**config.mk**
```make
export PLATFORM = sky130hd
export DESIGN_NAME = envelope_follower
export DESIGN_NICKNAME = d
export VERILOG_FILES = /design/src/rtl/envelope_follower.sv
export SDC_FILE = /design/constraint.sdc
export NUM_CORES = 1
export LEC_CHECK = 0
export CORE_MARGIN = 5
export CORE_UTILIZATION = 50
export CTS_BUF_LIST = sky130_fd_sc_hd__clkbuf_8
export DETAILED_ROUTE_END_ITERATION = 7
export HOLD_SLACK_MARGIN = 0.03
export PLACE_DENSITY_LB_ADDON = 0.25
export SLEW_MARGIN = 10
export SYNTH_ARGS = -nofsm -noshare
export SYNTH_HDL_FRONTEND = slang
export SYNTH_SLANG_ARGS = --single-unit
```
**constraint.sdc**
```tcl
create_clock -name sample_clock -period 12 [get_ports sample_clock]
set_input_delay 3 -clock sample_clock [delete_from_list [all_inputs] [get_ports sample_clock]]
set_output_delay 3 -clock sample_clock [all_outputs]
set_load 0.1 [all_outputs]
```
**src/rtl/envelope_follower.sv**
```systemverilog
// envelope_follower
//
// Extracts a volume envelope and a gate from a signed audio stream. It is the
// analysis-side partner of the voice envelope/amplifier path.
//
// Each valid sample is rectified and reduced to an 8-bit target level. The
// target is tracked by a 16-bit accumulator with programmable attack and
// release slew. A release hold keeps the level steady for a while before it
// falls. A two-state hysteretic gate is derived from the tracked level.
//
// Pipeline for a sample presented with in_valid in cycle N:
//   N+1  magnitude / target registered
//   N+2  accumulator and level updated, level_valid pulses
//   N+3  gate updated from that level
//
// Ports
//   sample_clock   rising-edge clock for all logic
//   resetn         asynchronous active-low reset, synchronous release
//   in             signed two's-complement audio sample (BITDEPTH bits)
//   in_valid       qualifies in; the pipeline only advances on valid samples
//   attack         attack rate; the accumulator rises by attack+1 per sample
//   release_rate   release rate; the accumulator falls by release_rate+1 per
//                  sample once the hold has expired
//   threshold_on   the gate opens when level >= threshold_on
//   threshold_off  the gate closes when level < threshold_off
//   level          tracked envelope level, unsigned
//   level_valid    one-cycle pulse when level takes a new value
//   gate           hysteretic gate output

module envelope_follower #(
    parameter int BITDEPTH  = 14,
    parameter int LEVELBITS = 8,
    parameter int HOLDBITS  = 8
) (
    input  logic                       sample_clock,
    input  logic                       resetn,
    input  logic signed [BITDEPTH-1:0] in,
    input  logic                       in_valid,
    input  logic [7:0]                 attack,
    input  logic [7:0]                 release_rate,
    input  logic [7:0]                 threshold_on,
    input  logic [7:0]                 threshold_off,
    output logic [LEVELBITS-1:0]       level,
    output logic                       level_valid,
    output logic                       gate
);

    localparam int MAGBITS = BITDEPTH - 1;
    localparam int ACCBITS = LEVELBITS + 8;

    typedef enum logic {
        CLOSED = 1'b0,
        OPEN   = 1'b1
    } gate_state_t;

    // ------------------------------------------------------------------
    // Stage 1: rectification
    // ------------------------------------------------------------------
    logic [BITDEPTH-1:0]  neg_in;
    logic [MAGBITS-1:0]   mag;
    logic                 mag_unused;
    logic [LEVELBITS-1:0] target;
    logic                 stage1_valid;

    assign neg_in = BITDEPTH'(-in);

    // The most negative sample has no positive counterpart in MAGBITS bits.
    // It saturates to full scale instead of wrapping to zero.
    always_comb begin
        mag = in[MAGBITS-1:0];
        if (in[BITDEPTH-1]) begin
            if (in[MAGBITS-1:0] == '0) begin
                mag = '1;
            end else begin
                mag = neg_in[MAGBITS-1:0];
            end
        end
    end

    // Only the top LEVELBITS of the magnitude form the target.
    assign mag_unused = ^mag[MAGBITS-LEVELBITS-1:0];

    always_ff @(posedge sample_clock or negedge resetn) begin
        if (!resetn) begin
            target       <= '0;
            stage1_valid <= 1'b0;
        end else begin
            stage1_valid <= in_valid;
            if (in_valid) begin
                target <= mag[MAGBITS-1 -: LEVELBITS];
            end
        end
    end

    // ------------------------------------------------------------------
    // Stage 2: slew-limited accumulator with release hold
    // ------------------------------------------------------------------
    logic [ACCBITS-1:0]  acc;
    logic [ACCBITS-1:0]  acc_next;
    logic [ACCBITS-1:0]  target_ext;
    logic [ACCBITS:0]    up_sum;
    logic [ACCBITS-1:0]  down_step;
    logic [ACCBITS-1:0]  down_gap;
    logic [HOLDBITS-1:0] hold;
    logic [HOLDBITS-1:0] hold_next;

    assign target_ext = {target, 8'h00};
    assign up_sum     = {1'b0, acc} + (ACCBITS+1)'(attack) + (ACCBITS+1)'(1);
    assign down_step  = ACCBITS'(release_rate) + ACCBITS'(1);
    assign down_gap   = acc - target_ext;

    // The rise is clamped at the target and the fall is clamped at the
    // target. The accumulator therefore never overshoots, so it cannot
    // wrap in either direction.
    always_comb begin
        acc_next  = acc;
        hold_next = hold;
        if (target_ext > acc) begin
            acc_next  = (up_sum > {1'b0, target_ext}) ? target_ext
                                                      : up_sum[ACCBITS-1:0];
            hold_next = '1;
        end else if (target_ext == acc) begin
            hold_next = '1;
        end else if (hold != '0) begin
            hold_next = hold - HOLDBITS'(1);
        end else begin
            acc_next = (down_gap > down_step) ? (acc - down_step) : target_ext;
        end
    end

    always_ff @(posedge sample_clock or negedge resetn) begin
        if (!resetn) begin
            acc         <= '0;
            hold        <= '0;
            level_valid <= 1'b0;
        end else begin
            level_valid <= stage1_valid;
            if (stage1_valid) begin
                acc  <= acc_next;
                hold <= hold_next;
            end
        end
    end

    assign level = acc[ACCBITS-1 -: LEVELBITS];

    // ------------------------------------------------------------------
    // Stage 3: hysteretic gate, evaluated once per fresh level
    // ------------------------------------------------------------------
    gate_state_t gate_state;

    // The two thresholds are compared independently per state. An inverted
    // pair (off above on) therefore still behaves predictably and may
    // toggle the gate on every sample.
    always_ff @(posedge sample_clock or negedge resetn) begin
        if (!resetn) begin
            gate_state <= CLOSED;
            gate       <= 1'b0;
        end else if (level_valid) begin
            case (gate_state)
                CLOSED: begin
                    if (level >= threshold_on) begin
                        gate_state <= OPEN;
                        gate       <= 1'b1;
                    end
                end
                OPEN: begin
                    if (level < threshold_off) begin
                        gate_state <= CLOSED;
                        gate       <= 1'b0;
                    end
                end
                default: begin
                    gate_state <= CLOSED;
                    gate       <= 1'b0;
                end
            endcase
        end
    end

endmodule
```
Word level (Yosys, flattened, before mapping)
Cells that the tools add are included.
{ "totals": {"reg_bits": 36, "latch_bits": 0, "mem_bits_rw": 0, "mem_bits_ro": 0, "in_bits": 49, "wordCells": 47, "memories": 0} }
{ "op_classes": {"addsub": 7, "mul": 0, "div": 0, "n_lt_le_gt_ge": 5, "n_eq_ne": 5, "shifts": 0, "muxes": 16, "bitwise": 1, "reduce_logical": 6} }
{ "ops": {"columns": ["operator", "count"], "rows": [
  ["16-bit two-way mux", 5],
  ["13-bit two-way mux", 2],
  ["8-bit two-way mux", 3],
  ["16-bit by 8-bit adder with 17-bit output", 1],
  ["17-bit by 1-bit adder with 17-bit output, second input constant", 1],
  ["17-bit by 16-bit greater-than comparator with 1-bit output", 1],
  ["16-bit == test", 1],
  ["16-bit greater-than comparator", 1],
  ["16-bit by 9-bit greater-than comparator with 1-bit output", 1],
  ["16-bit subtractor", 1],
  ["16-bit by 9-bit subtractor with 16-bit output", 1],
  ["13-bit logical NOT", 1],
  ["13-bit negation", 1],
  ["8-bit by 1-bit adder with 9-bit output, second input constant", 1],
  ["8-bit greater-or-equal comparator", 1],
  ["8-bit < comparator", 1],
  ["8-bit nonzero test", 1],
  ["8-bit by 1-bit subtractor with 8-bit output, second input constant", 1],
  ["2-bit != test, second input constant", 3],
  ["3-bit AND reduction", 2],
  ["1-bit two-way mux", 4],
  ["1-bit case mux with 2 select lines", 2],
  ["3-bit nonzero test", 1],
  ["2-bit by 1-bit != test with 1-bit output, second input constant", 1],
  ["2 further kinds", 2]
]} }

Logic depth before layout (Yosys ltp)
Gate-level depths: netlist of run 1.
{ "depth": {"depth_word": 6, "ltp_mapped": 19} }

Least setup slack after synthesis of run 1
Ideal clock, no wire load.
{ "synth_path": {"kind": "input -> register", "from": "input attack[0]", "to": "register acc[4]", "arrival_time_ps": 6856, "required_time_ps": 11923, "slack_ps": 5066, "path_stages": 19, "path_buffers": 1, "cell_sequence": "inv_1 > ha_1 > inv_1 > fa_1 > a21o_1 > a221oi_2 > o21bai_1 > a21o_1 > nand3_1 > xnor2_1 > ha_1 > nand2_1 > or4_1 > a2111o_1 > o22a_4 > or2_1 > buf_6 > or4_1 > a21oi_1"} }
{ "synth_via": {"elab_chain_cells": 5} }
{ "synth_lines": {"columns": ["element", "line_no", "text"], "rows": [
  ["from (decl)", "39", "input logic [7:0] attack,"],
  ["16-bit by 8-bit adder with 17-bit output *", "108", "assign up_sum = {1'b0, acc} + (ACCBITS+1)'(attack) + (ACCBITS+1)'(1);"],
  ["17-bit by 1-bit adder with 17-bit output *", "108", null],
  ["17-bit by 16-bit greater-than comparator with 1-bit output", "119", "acc_next = (up_sum > {1'b0, target_ext}) ? target_ext"],
  ["16-bit two-way mux *", "119", null],
  ["16-bit two-way mux *", "118", "if (target_ext > acc) begin"],
  ["to (signal assigned)", "139", "acc <= acc_next;"],
  ["to (decl)", "98", "logic [ACCBITS-1:0] acc;"]
]} }
Every way passes the cells marked *; elsewhere a longest branch is shown, timed or not.
A chain may end at the register's enable or synchronous reset.

Final worst setup path of run 1
{ "layout_path": {"from": "input attack[0]", "to": "register acc[14]"} }
Same word-level chain as after synthesis.

==> summary.md, run 1 <==
| Metric | Value |
|---|---|
| Power Density | 255 mW/mm^2 |
| Max-slew violation count | 0 |
| Setup CP Type | in2reg |
| IO Pins | 59 |
| Post-CTS setup buffers | 0 |
| Fin crit share | 0.615 |
| Outcome | completed |
| TritonCTS buffer count | 5 |
| Crit path launch type | input port |
| GR Overflow Total | 0 |
| Pin slew with the least headroom to its limit | just under 1000 ps |
| Cells after synthesis | 510 |
| Crit path time final | ~7400 ps |
| CP arrival | between 7000 and 8000 ps |
| DRC | 0 |
| Layout Nets | approximately 660 |
| Clock slew at reported path FFs | ~70 ps |
| First-pass GRT wire length | 18900 um |
| Root Driver | clkbuf_8 |
| Pin count of the biggest net entering global routing | 37 |
| Gr usage total | 0.227 |
| Final setup vio count | 0 |
| Worst IR drop on VDD | 106 uV |
| HP Class | reg2reg |
| Average via count per standard cell | 6.03 |
| Max Clock Skew | 2.22 ps |
| DRT iter0 DRCs | 240 |
| Syn Area/Cell | between 8 and 9 sq um |
| Post-DRT Antenna Nets | 0 |
| Sw frac | 0.545 |
| Starting density of the core | 0.511 |
| Fillers | about 760 |
| Proportion of layout cells with a drive suffix above 1 | 0.0358 |
| Initial antenna violation count | 0 |
| Storage cell area | approximately 900 sq um |
| RSZ-0062 raised after global routing | false |
| Row cnt | 33 |
| Synth warnings | 0 |
| Syn Nets | about 600 |
| Number of synthesized flops with an enable pin | 0 |
| Ant. Diodes | 0 |
| Pint | about 0.56 mW |
| Async SR Flop Fraction | 1.00 |
| FMAX | between 100 and 150 MHz |
| Slew headroom | 0.348 |
| CP Data Required Time | roughly 12000 ps |
| Dpl cells | about 660 |
| Wire per inst | roughly 17 um |
| Setup Slack @ Placement | 4330 ps |
| CTS tree | done |
| Clk buf depth | 2 |
| Number of global-route vias before repair | a little under 4000 |
| H-tree Lvls | 2 |
| CP Capture Type | flop |
| P_sw | 0.677 mW |
| Die X | slightly above 100 um |
| Skew-Pair Late Insertion Delay | roughly 290 ps |
| Die area | between 0.01 and 0.015 sq mm |
| CORE AREA | 0.00818 sq mm |
| DP HPWL | 8930 um |
| Ys flop type | dfrtp_1 |
| Power share of the clock group | 0.066 |
| Port bufs | a little under 60 |
| DRT Pass-1 Iters | 4 |
| Post-layout util | 0.596 |
| Maxcap violations | 0 |
| Finished Layout Cells | roughly 660 |
| Post-synthesis register bit count | 36 |
| Leak | between 2 and 2.5 nW |
| Area grow syn2layout | 16.7% |
| Sequential-to-total area share from yosys stat | 0.216 |
| Clock sink count | 36 |
| Final setup margin | 4620 ps |
| Area of the multi-input gates | roughly 0.0030 sq mm |
| Final wirelength | 11200 um |
| Final Hold Viols | 0 |
| Total power | ~1.2 mW |
| Comb pwr share | 0.736 |
| Post-CTS Resized | 0 |
| Unique masters post-synth | 71 |
| Sequential power share | 0.198 |
| Crit path max fanout | 10 |
| Die height | approximately 100 um |
| Setup Total Neg Slack | 0 ps |
| CTS Hold Bufs | 0 |
| Via count | 4000 |
| Post-Syn Area | 0.00418 sq mm |
| GP Congestion | approximately 0.95 |
synth_stat cells (all sizes together), types with 6 or more instances:
cell type | count | share of area
a21o | 14 | 0.025
ha | 52 | 0.16
nor4 | 8 | 0.013
nand2 | 39 | 0.035
nor2b | 6 | 0.0090
nand2b | 11 | 0.016
inv | 40 | 0.036
dfrtp | 36 | 0.22
o211ai | 9 | 0.016
a211oi | 6 | 0.011
a21oi | 35 | 0.043
o21a | 8 | 0.014
nor3 | 9 | 0.011
clkbuf | 10 | 0.0090
nand3 | 13 | 0.016
o21ai | 36 | 0.043
a31oi | 7 | 0.010
nor2 | 32 | 0.029
xor2 | 16 | 0.034
xnor2 | 22 | 0.046
buf | 10 | 0.018
layer usage:
| layer | vias up | wire (um) | GRT usage | part of all wire |
|---|---|---|---|---|
| met4 | 0 | 180 | 0.0542 | 0.016 |
| met1 | 1897 | 5140 | 0.306 | 0.46 |
| met5 | - | 0 | 0 | 0 |
| met2 | 119 | 5210 | 0.375 | 0.47 |
| met3 | 14 | 669 | 0.0455 | 0.060 |
| li1 | 1970 | - | - | - |
final cells by class:
type                            instances  share of cell area
Multi-Input combinational cell        414               0.618
Sequential cell                        36               0.185
Timing Repair Buffer                   61               0.124
Inverter                               40              0.0308
Tap cell                              105              0.0270
Clock buffer                            5              0.0141
Clock inverter                          2             0.00180
flip-flops by register name, indices dropped and copies added (netlist names):
| signal | flops |
|---|---|
| target | 8 |
| level_valid | 1 |
| acc | 16 |
| stage1_valid | 1 |
| gate | 1 |
| hold | 8 |
| gate_state | 1 |
power by group through the flow:
| stage | Clock (mW) | Sequential, mW | Combinational, mW |
|---|---|---|---|
| 6_report | 0.0814 | 0.246 | 0.914 |
| 4_1_cts | 0.0834 | 0.244 | 0.908 |
| 3_3_place_gp | 0 | 0.245 | 0.891 |
| 2_1_floorplan | 0 | 0.218 | 0.723 |
| 3_5_place_dp | 0 | 0.246 | 0.901 |
| 5_1_grt | 0.0891 | 0.255 | 1.00 |
cell families after synthesis:
family | after synthesis | synth area share
AO/OA/AOI/OAI | 161 | 0.265
XOR/XNOR | 38 | 0.0797
adder cells (fa/ha/maj) | 55 | 0.170
buffers and inverters | 60 | 0.0632
flip-flops | 36 | 0.216
multiplexers | 6 | 0.0147
AND/OR/NAND/NOR | 154 | 0.192
stage by stage:
step / hold WS (ps) / instance area (sq um)
floorplan: 432 / 4180
global placement: 490 / 4800
detailed placement: 503 / 4800
CTS: 525 / 4870
global route: 558 / 4870
finish: 521 / 4870
worst max-delay path, stage by stage:
cell	delay (ps)
clkdlybuf4s50_1	390
inv_1	60
ha_1	180
inv_1	60
fa_1	410
a21o_1	190
a221oi_2	290
o21bai_1	100
a21o_1	240
nand3_1	110
xnor2_1	90
ha_1	310
nand2_1	70
or4_1	530
a2111o_1	370
o22a_4	240
or2_1	380
o211a_1	270
o31a_1	270
placed cells by master (no fill, tap or decap), drive strengths merged, types with 4 or more instances in the layout:
master | synthesis | routed
a211oi | 6 | 6
a21o | 14 | 14
a21oi | 35 | 35
a31oi | 7 | 7
and2 | 4 | 4
and3 | 5 | 5
clkbuf | 10 | 5
clkdlybuf4s50 | 0 | 58
dfrtp | 36 | 36
ha | 52 | 52
inv | 40 | 41
mux2i | 5 | 5
nand2 | 39 | 39
nand2b | 11 | 11
nand3 | 13 | 13
nand4 | 4 | 4
nor2 | 32 | 32
nor2b | 6 | 6
nor3 | 9 | 9
nor4 | 8 | 8
o211ai | 9 | 9
o21a | 8 | 8
o21ai | 36 | 36
o21bai | 5 | 5
o221ai | 4 | 4
o31a | 4 | 4
o31ai | 5 | 5
or4 | 5 | 5
xnor2 | 22 | 22
xor2 | 16 | 16
final timing paths:
path | startpoint | cells after the start | end | slack [ps]
max reg2reg | acc[0]$_DFFE_PN0P_ | 18 | acc[14]$_DFFE_PN0P_ | 7280
max in group asynchronous | resetn | 2 | hold[1]$_DFFE_PN0P_ | 8530
min | hold[7]$_DFFE_PN0P_ | 2 | hold[7]$_DFFE_PN0P_ | 520
min in group asynchronous | resetn | 2 | acc[2]$_DFFE_PN0P_ | 3120
max | attack[0] | 19 | acc[14]$_DFFE_PN0P_ | 4620
min reg2reg | hold[7]$_DFFE_PN0P_ | 2 | hold[7]$_DFFE_PN0P_ | 520
Power figures use the tool's default switching activity.
==> inputs of run 2 (changes only) <==
==> constraint.sdc (replaced) <==
create_clock -name sample_clock -period 6.6 [get_ports sample_clock]
set_input_delay 1.65 -clock sample_clock [delete_from_list [all_inputs] [get_ports sample_clock]]
set_output_delay 1.65 -clock sample_clock [all_outputs]
set_load 0.1 [all_outputs]
==> run 2 against run 1 <==
  * Utilization is the same
  * Critical path depth unchanged
  * First-iteration DRC count up 29%
  * Count of clock-buffer cells in the layout did not move
  * Largest cell class unchanged
  * Largest power group unchanged
==> summary.md, run 2 (synthesis gave the netlist of run 1 again) <==
| Metric | Value |
|---|---|
| Clock sink count | 36 |
| Commonest cells after routing, fill and taps aside | 58 x clkdlybuf4s50_1, 52 x ha_1, 41 x inv_1, 39 x nand2_1, 36 x dfrtp_1 |
| Post-CTS setup buffers | 0 |
| CP Capture Type | flop |
| Max incr delay on CP | ~530 ps |
| Origin of the critical flop-to-flop path | acc[0]$_DFFE_PN0P_ |
| IO Pins | 59 |
| Wire per inst | between 15 and 20 um |
| Worst IR drop on VDD | between 150 and 200 uV |
| Port bufs | a little under 60 |
| HP Class | reg2reg |
| Pin slew with the least headroom to its limit | roughly 1000 ps |
| Fillers | 756 |
| DP HPWL | roughly 8900 um |
| Setup Total Neg Slack | 0 ps |
| GP Congestion | around 0.96 |
| Initial antenna violation count | 0 |
| Starting density of the core | 0.511 |
| Clock slew at reported path FFs | approximately 70 ps |
| TritonCTS buffer count | 5 |
| GR Overflow Total | 0 |
| CP cell instances | clkdlybuf4s50_1, inv_1, ha_1, inv_1, fa_1, a21o_1, a221oi_2, o21bai_1, a21o_1, nand3_1, xnor2_1, ha_1, nand2_1, or4_1, a2111o_1, o22a_4, or2_1, or4_1, a21oi_1 |
| Max-slew violation count | 0 |
| CP Data Required Time | a little under 7000 ps |
| Die area | between 0.01 and 0.015 sq mm |
| Via count | approximately 4000 |
| CTS tree | done |
| First-pass GRT wire length | between 15000 and 20000 um |
| Gr usage total | 0.226 |
| Power Density | 463 mW/mm^2 |
| Total power | 2.26 mW |
| Storage cell area | roughly 900 sq um |
| Crit path max fanout | 10 |
| Final setup vio count | 0 |
| Die height | just over 100 um |
| DRT iter0 DRCs | 310 |
| Top Registers | acc x16, hold x8, target x8 |
| CTS Hold Bufs | 0 |
| Number of global-route vias before repair | just under 4000 |
| Area grow syn2layout | 16.7% |
| Post-CTS Resized | 0 |
| Leak | about 2.1 nW |
| H-tree Lvls | 2 |
| CP arrival | 6250 ps |
| RSZ-0062 raised after global routing | false |
| Commonest non-fill, non-tap cell in the layout | clkdlybuf4s50_1 |
| Slew headroom | 0.301 |
| Largest Register | acc |
| Final wirelength | 11200 um |
| DRC | 0 |
| Crit path time final | 6030 ps |
| Area of the multi-input gates | approximately 0.003 sq mm |
| Setup CP Type | in2reg |
| Crit path launch type | input port |
| Crit path from | attack[0] |
| Maxcap violations | 0 |
| Max reg flops | 16 |
| Post-DRT Antenna Nets | 0 |
| Root Driver | clkbuf_8 |
| FMAX | ~170 MHz |
| Row cnt | 33 |
| Layout Nets | roughly 660 |
| Proportion of layout cells with a drive suffix above 1 | 0.0358 |
| Fin crit share | 0.914 |
| Worst Min Path Start | gate$_DFFE_PN0P_ |
| DRT Pass-1 Iters | 5 |
| Average via count per standard cell | 6.05 |
| Outcome | completed |
| Max Clock Skew | between 5 and 6 ps |
| Worst path slowest cell | or4_1 |
| Die X | between 100 and 150 um |
| Pin count of the biggest net entering global routing | 37 |
| Clk buf depth | 2 |
| Final Hold Viols | 0 |
| CORE AREA | 0.00818 sq mm |
| Ant. Diodes | 0 |
| Skew-Pair Late Insertion Delay | 290 ps |
-- run 2: power breakdown --
group / switching (mW) / internal (mW)
Clock: 0.0779 / 0.0702
Combinational: 0.998 / 0.664
Sequential: 0.154 / 0.292
Total: 1.23 / 1.03
-- run 2: critical path: cells and delay by family --
family,cells,cell delay [ps]
fa+ha+maj,3,920
buf+inv,3,510
xor+xnor,1,90
compound gates,7,1560
simple gates,5,1520
-- run 2: final timing paths --
kind,cells after the start,slack [ps],to
min reg2reg,1,520,gate$_DFFE_PN0P_
max reg2reg,18,1880,acc[4]$_DFFE_PN0P_
max,19,570,acc[4]$_DFFE_PN0P_
min,1,520,gate$_DFFE_PN0P_
max in group asynchronous,2,4480,stage1_valid$_DFF_PN0_
min in group asynchronous,2,1780,acc[1]$_DFFE_PN0P_
-- run 2: stage by stage --
stage | setup WS, ps | hold slack, ps | utilization | std cells | area, sq um
detailed placement | 284 | 504 | 0.587 | 656 | 4800
finish | 565 | 517 | 0.596 | 663 | 4870
floorplan | 1020 | 432 | - | 510 | 4180
global route | 312 | 555 | 0.596 | 663 | 4870
global placement | 369 | 490 | 0.587 | 656 | 4800
CTS | 585 | 526 | 0.596 | 663 | 4870
-- run 2: final cells by class --
class | count | share of cell area
multi-input cells | 414 | 0.618
inverters | 40 | 0.0308
well taps | 105 | 0.0270
clock inverters | 2 | 0.00180
clock buffers | 5 | 0.0141
flip-flops and latches | 36 | 0.185
repair buffers | 61 | 0.124
-- run 2: layer usage --
layer,track usage,vias to the layer above,part of all wire
li1,-,1975,-
met1,0.313,1869,0.45
met2,0.373,155,0.47
met3,0.0324,11,0.066
met4,0.0491,0,0.011
met5,0,-,0
==> inputs of run 3 (changes only) <==
--- a/config.mk
+++ b/config.mk
@@ -5,6 +5,8 @@
 export SDC_FILE = /design/constraint.sdc
 export NUM_CORES = 1
 export LEC_CHECK = 0
+export ABC_AREA = 0
+export CORE_ASPECT_RATIO = 0.6
 export CORE_MARGIN = 5
 export CORE_UTILIZATION = 50
 export CTS_BUF_LIST = sky130_fd_sc_hd__clkbuf_8
@@ -15,3 +17,4 @@
 export SYNTH_ARGS = -nofsm -noshare
 export SYNTH_HDL_FRONTEND = slang
 export SYNTH_SLANG_ARGS = --single-unit
+export TNS_END_PERCENT = 30
==> run 3 against run 2 <==
  * Critical path depth is the same
  * Largest cell class unchanged
  * Critical path type unchanged
  * Via count grew 2.2%
  * Largest power group unchanged
  * Sequential cell count is the same
  * Critical endpoint unchanged
  * Highest routed layer unchanged
==> summary.md, run 3 (synthesis gave the netlist of run 1 again) <==
| Metric | Value |
|---|---|
| Origin of the critical flop-to-flop path | acc[0]$_DFFE_PN0P_ |
| Largest Register | acc |
| Max-slew violation count | 0 |
| Row cnt | 25 |
| IO Pins | 59 |
| Sequential power share | 0.197 |
| Clk buf depth | 2 |
| Average via count per standard cell | roughly 6.1 |
| Commonest cells after routing, fill and taps aside | 58 x clkdlybuf4s50_1, 52 x ha_1, 42 x inv_1, 39 x nand2_1, 36 x dfrtp_1 |
| CP Data Required Time | between 6000 and 7000 ps |
| Setup CP Type | in2reg |
| Clock sink count | 36 |
| Die height | 80.8 um |
| FMAX | ~170 MHz |
| Power Density | between 400 and 500 mW/mm^2 |
| Number of global-route vias before repair | 3849 |
| Wire per inst | 17.9 um |
| Starting density of the core | 0.521 |
| CORE AREA | between 0.008 and 0.009 sq mm |
| RSZ-0062 raised after global routing | false |
| Die area | between 0.01 and 0.015 sq mm |
| Proportion of layout cells with a drive suffix above 1 | 0.0375 |
| Die X | around 130 um |
| Port bufs | between 50 and 60 |
| Sw frac | 0.549 |
| CP arrival | between 6000 and 7000 ps |
| Post-DRT Antenna Nets | 0 |
| DRT iter0 DRCs | between 300 and 400 |
| Storage cell area | ~900 sq um |
| H-tree Lvls | 2 |
| Slew headroom | 0.343 |
| Final Hold Viols | 0 |
| Final wirelength | 12000 um |
| Gr usage total | 0.230 |
| Crit path launch type | input port |
| Pin count of the biggest net entering global routing | 37 |
| Commonest non-fill, non-tap cell in the layout | clkdlybuf4s50_1 |
| Setup Slack @ Placement | 283 ps |
| Crit path max fanout | 10 |
| CP Capture Type | flop |
| CTS Hold Bufs | 0 |
| Final setup margin | 542 ps |
| Post-CTS setup buffers | 0 |
| Maxcap violations | 0 |
| P_sw | between 1 and 1.5 mW |
| GR Overflow Total | 0 |
| DP HPWL | between 9000 and 10000 um |
| DRT Pass-1 Iters | 6 |
| Skew-Pair Late Insertion Delay | around 280 ps |
| Pint | 1.05 mW |
| Layout Nets | between 600 and 700 |
| Reg2Reg Depth | 18 |
| Leak | around 2.1 nW |
| CTS tree | done |
| Setup Total Neg Slack | 0 ps |
| Fin crit share | 0.918 |
| Outcome | completed |
| Post-layout util | 0.612 |
| Comb pwr share | 0.736 |
| Power share of the clock group | 0.067 |
| Crit path from | attack[0] |
| R2r setup slk | 1850 ps |
| CP cell instances | clkdlybuf4s50_1, inv_1, ha_1, inv_1, fa_1, a21o_1, a221oi_2, o21bai_1, a21o_1, nand3_1, xnor2_1, ha_1, nand2_1, or4_1, a2111o_1, o22a_4, or2_1, or4_1, a21oi_1 |
| Total power | between 2 and 2.5 mW |
| Initial antenna violation count | 0 |
| Crit path time final | about 6100 ps |
| Post-CTS Resized | 0 |
| Max reg flops | 16 |
| HP Class | reg2reg |
| Top Registers | acc x16, hold x8, target x8 |
| Worst path slowest cell | or4_1 |
| Final setup vio count | 0 |
| TritonCTS buffer count | 5 |
| Via count | between 4000 and 5000 |
| Worst IR drop on VDD | 224 uV |
| Ant. Diodes | 0 |
| Pin slew with the least headroom to its limit | around 1000 ps |
| Fillers | 743 |
| Setup crit end | acc[4]$_DFFE_PN0P_ |
| Max Clock Skew | roughly 4.4 ps |
| RR Endpoint | acc[4]$_DFFE_PN0P_ |
| Area grow syn2layout | 17.3% |
| Max incr delay on CP | about 520 ps |
| Clock slew at reported path FFs | roughly 70 ps |
| Root Driver | clkbuf_8 |
| First-pass GRT wire length | between 15000 and 20000 um |
| GP Congestion | between 0.9 and 1 |
| DRC | 0 |
| Area of the multi-input gates | ~0.003 sq mm |
==> run 3: power groups by stage <==
stage	Combinational (mW)	Sequential [mW]	Clock (mW)
2_1_floorplan	1.32	0.396	0
3_3_place_gp	1.64	0.451	0
3_5_place_dp	1.67	0.453	0
4_1_cts	1.68	0.449	0.161
5_1_grt	1.85	0.466	0.171
6_report	1.71	0.457	0.157
==> run 3: worst max-delay path: cells and delay by family <==
kind / cells / cell delay [ps]
AND/OR/NAND/NOR: 5 / 1550
AO/OA/AOI/OAI: 7 / 1510
adder cells (fa/ha/maj): 3 / 910
buffers and inverters: 3 / 520
XOR/XNOR: 1 / 100
==> run 3: layer usage <==
metal  share of wire  track usage  vias up  routed length [um]
li1                -            -     1973                   -
met1            0.48        0.339     1913                5730
met2            0.40        0.332      198                4740
met3            0.12       0.0723       16                1420
met4          0.0071       0.0381        0                  85
met5               0            0        -                   0
==> run 3: through the flow <==
stage	hold slack (ps)	instances	cell area, sq um
after floorplan	432	510	4180
after global routing	555	668	4900
final	506	668	4900
after global placement	487	660	4810
after detailed placement	496	660	4810
after CTS	512	668	4900
==> run 3: area by class of cell <==
cell class / count / share of cell area
clock buffer: 6 / 0.0169
clock inverter: 2 / 0.00153
inverter: 40 / 0.0307
multi-input combinational: 414 / 0.615
sequential: 36 / 0.184
tap: 108 / 0.0276
timing repair buffer: 62 / 0.125
==> run 3: how the worst min path moves through the flow <==
stage | cells after the start | slack (ps) | end | startpoint
finish | 1 | 510 | gate$_DFFE_PN0P_ | gate$_DFFE_PN0P_
global route | 1 | 550 | gate$_DFFE_PN0P_ | gate$_DFFE_PN0P_
CTS | 1 | 510 | gate$_DFFE_PN0P_ | gate$_DFFE_PN0P_
detailed placement | 1 | 500 | gate$_DFFE_PN0P_ | gate$_DFFE_PN0P_
global placement | 1 | 490 | gate$_DFFE_PN0P_ | gate$_DFFE_PN0P_
floorplan | 0 | 430 | level_valid$_DFF_PN0_ | stage1_valid$_DFF_PN0_
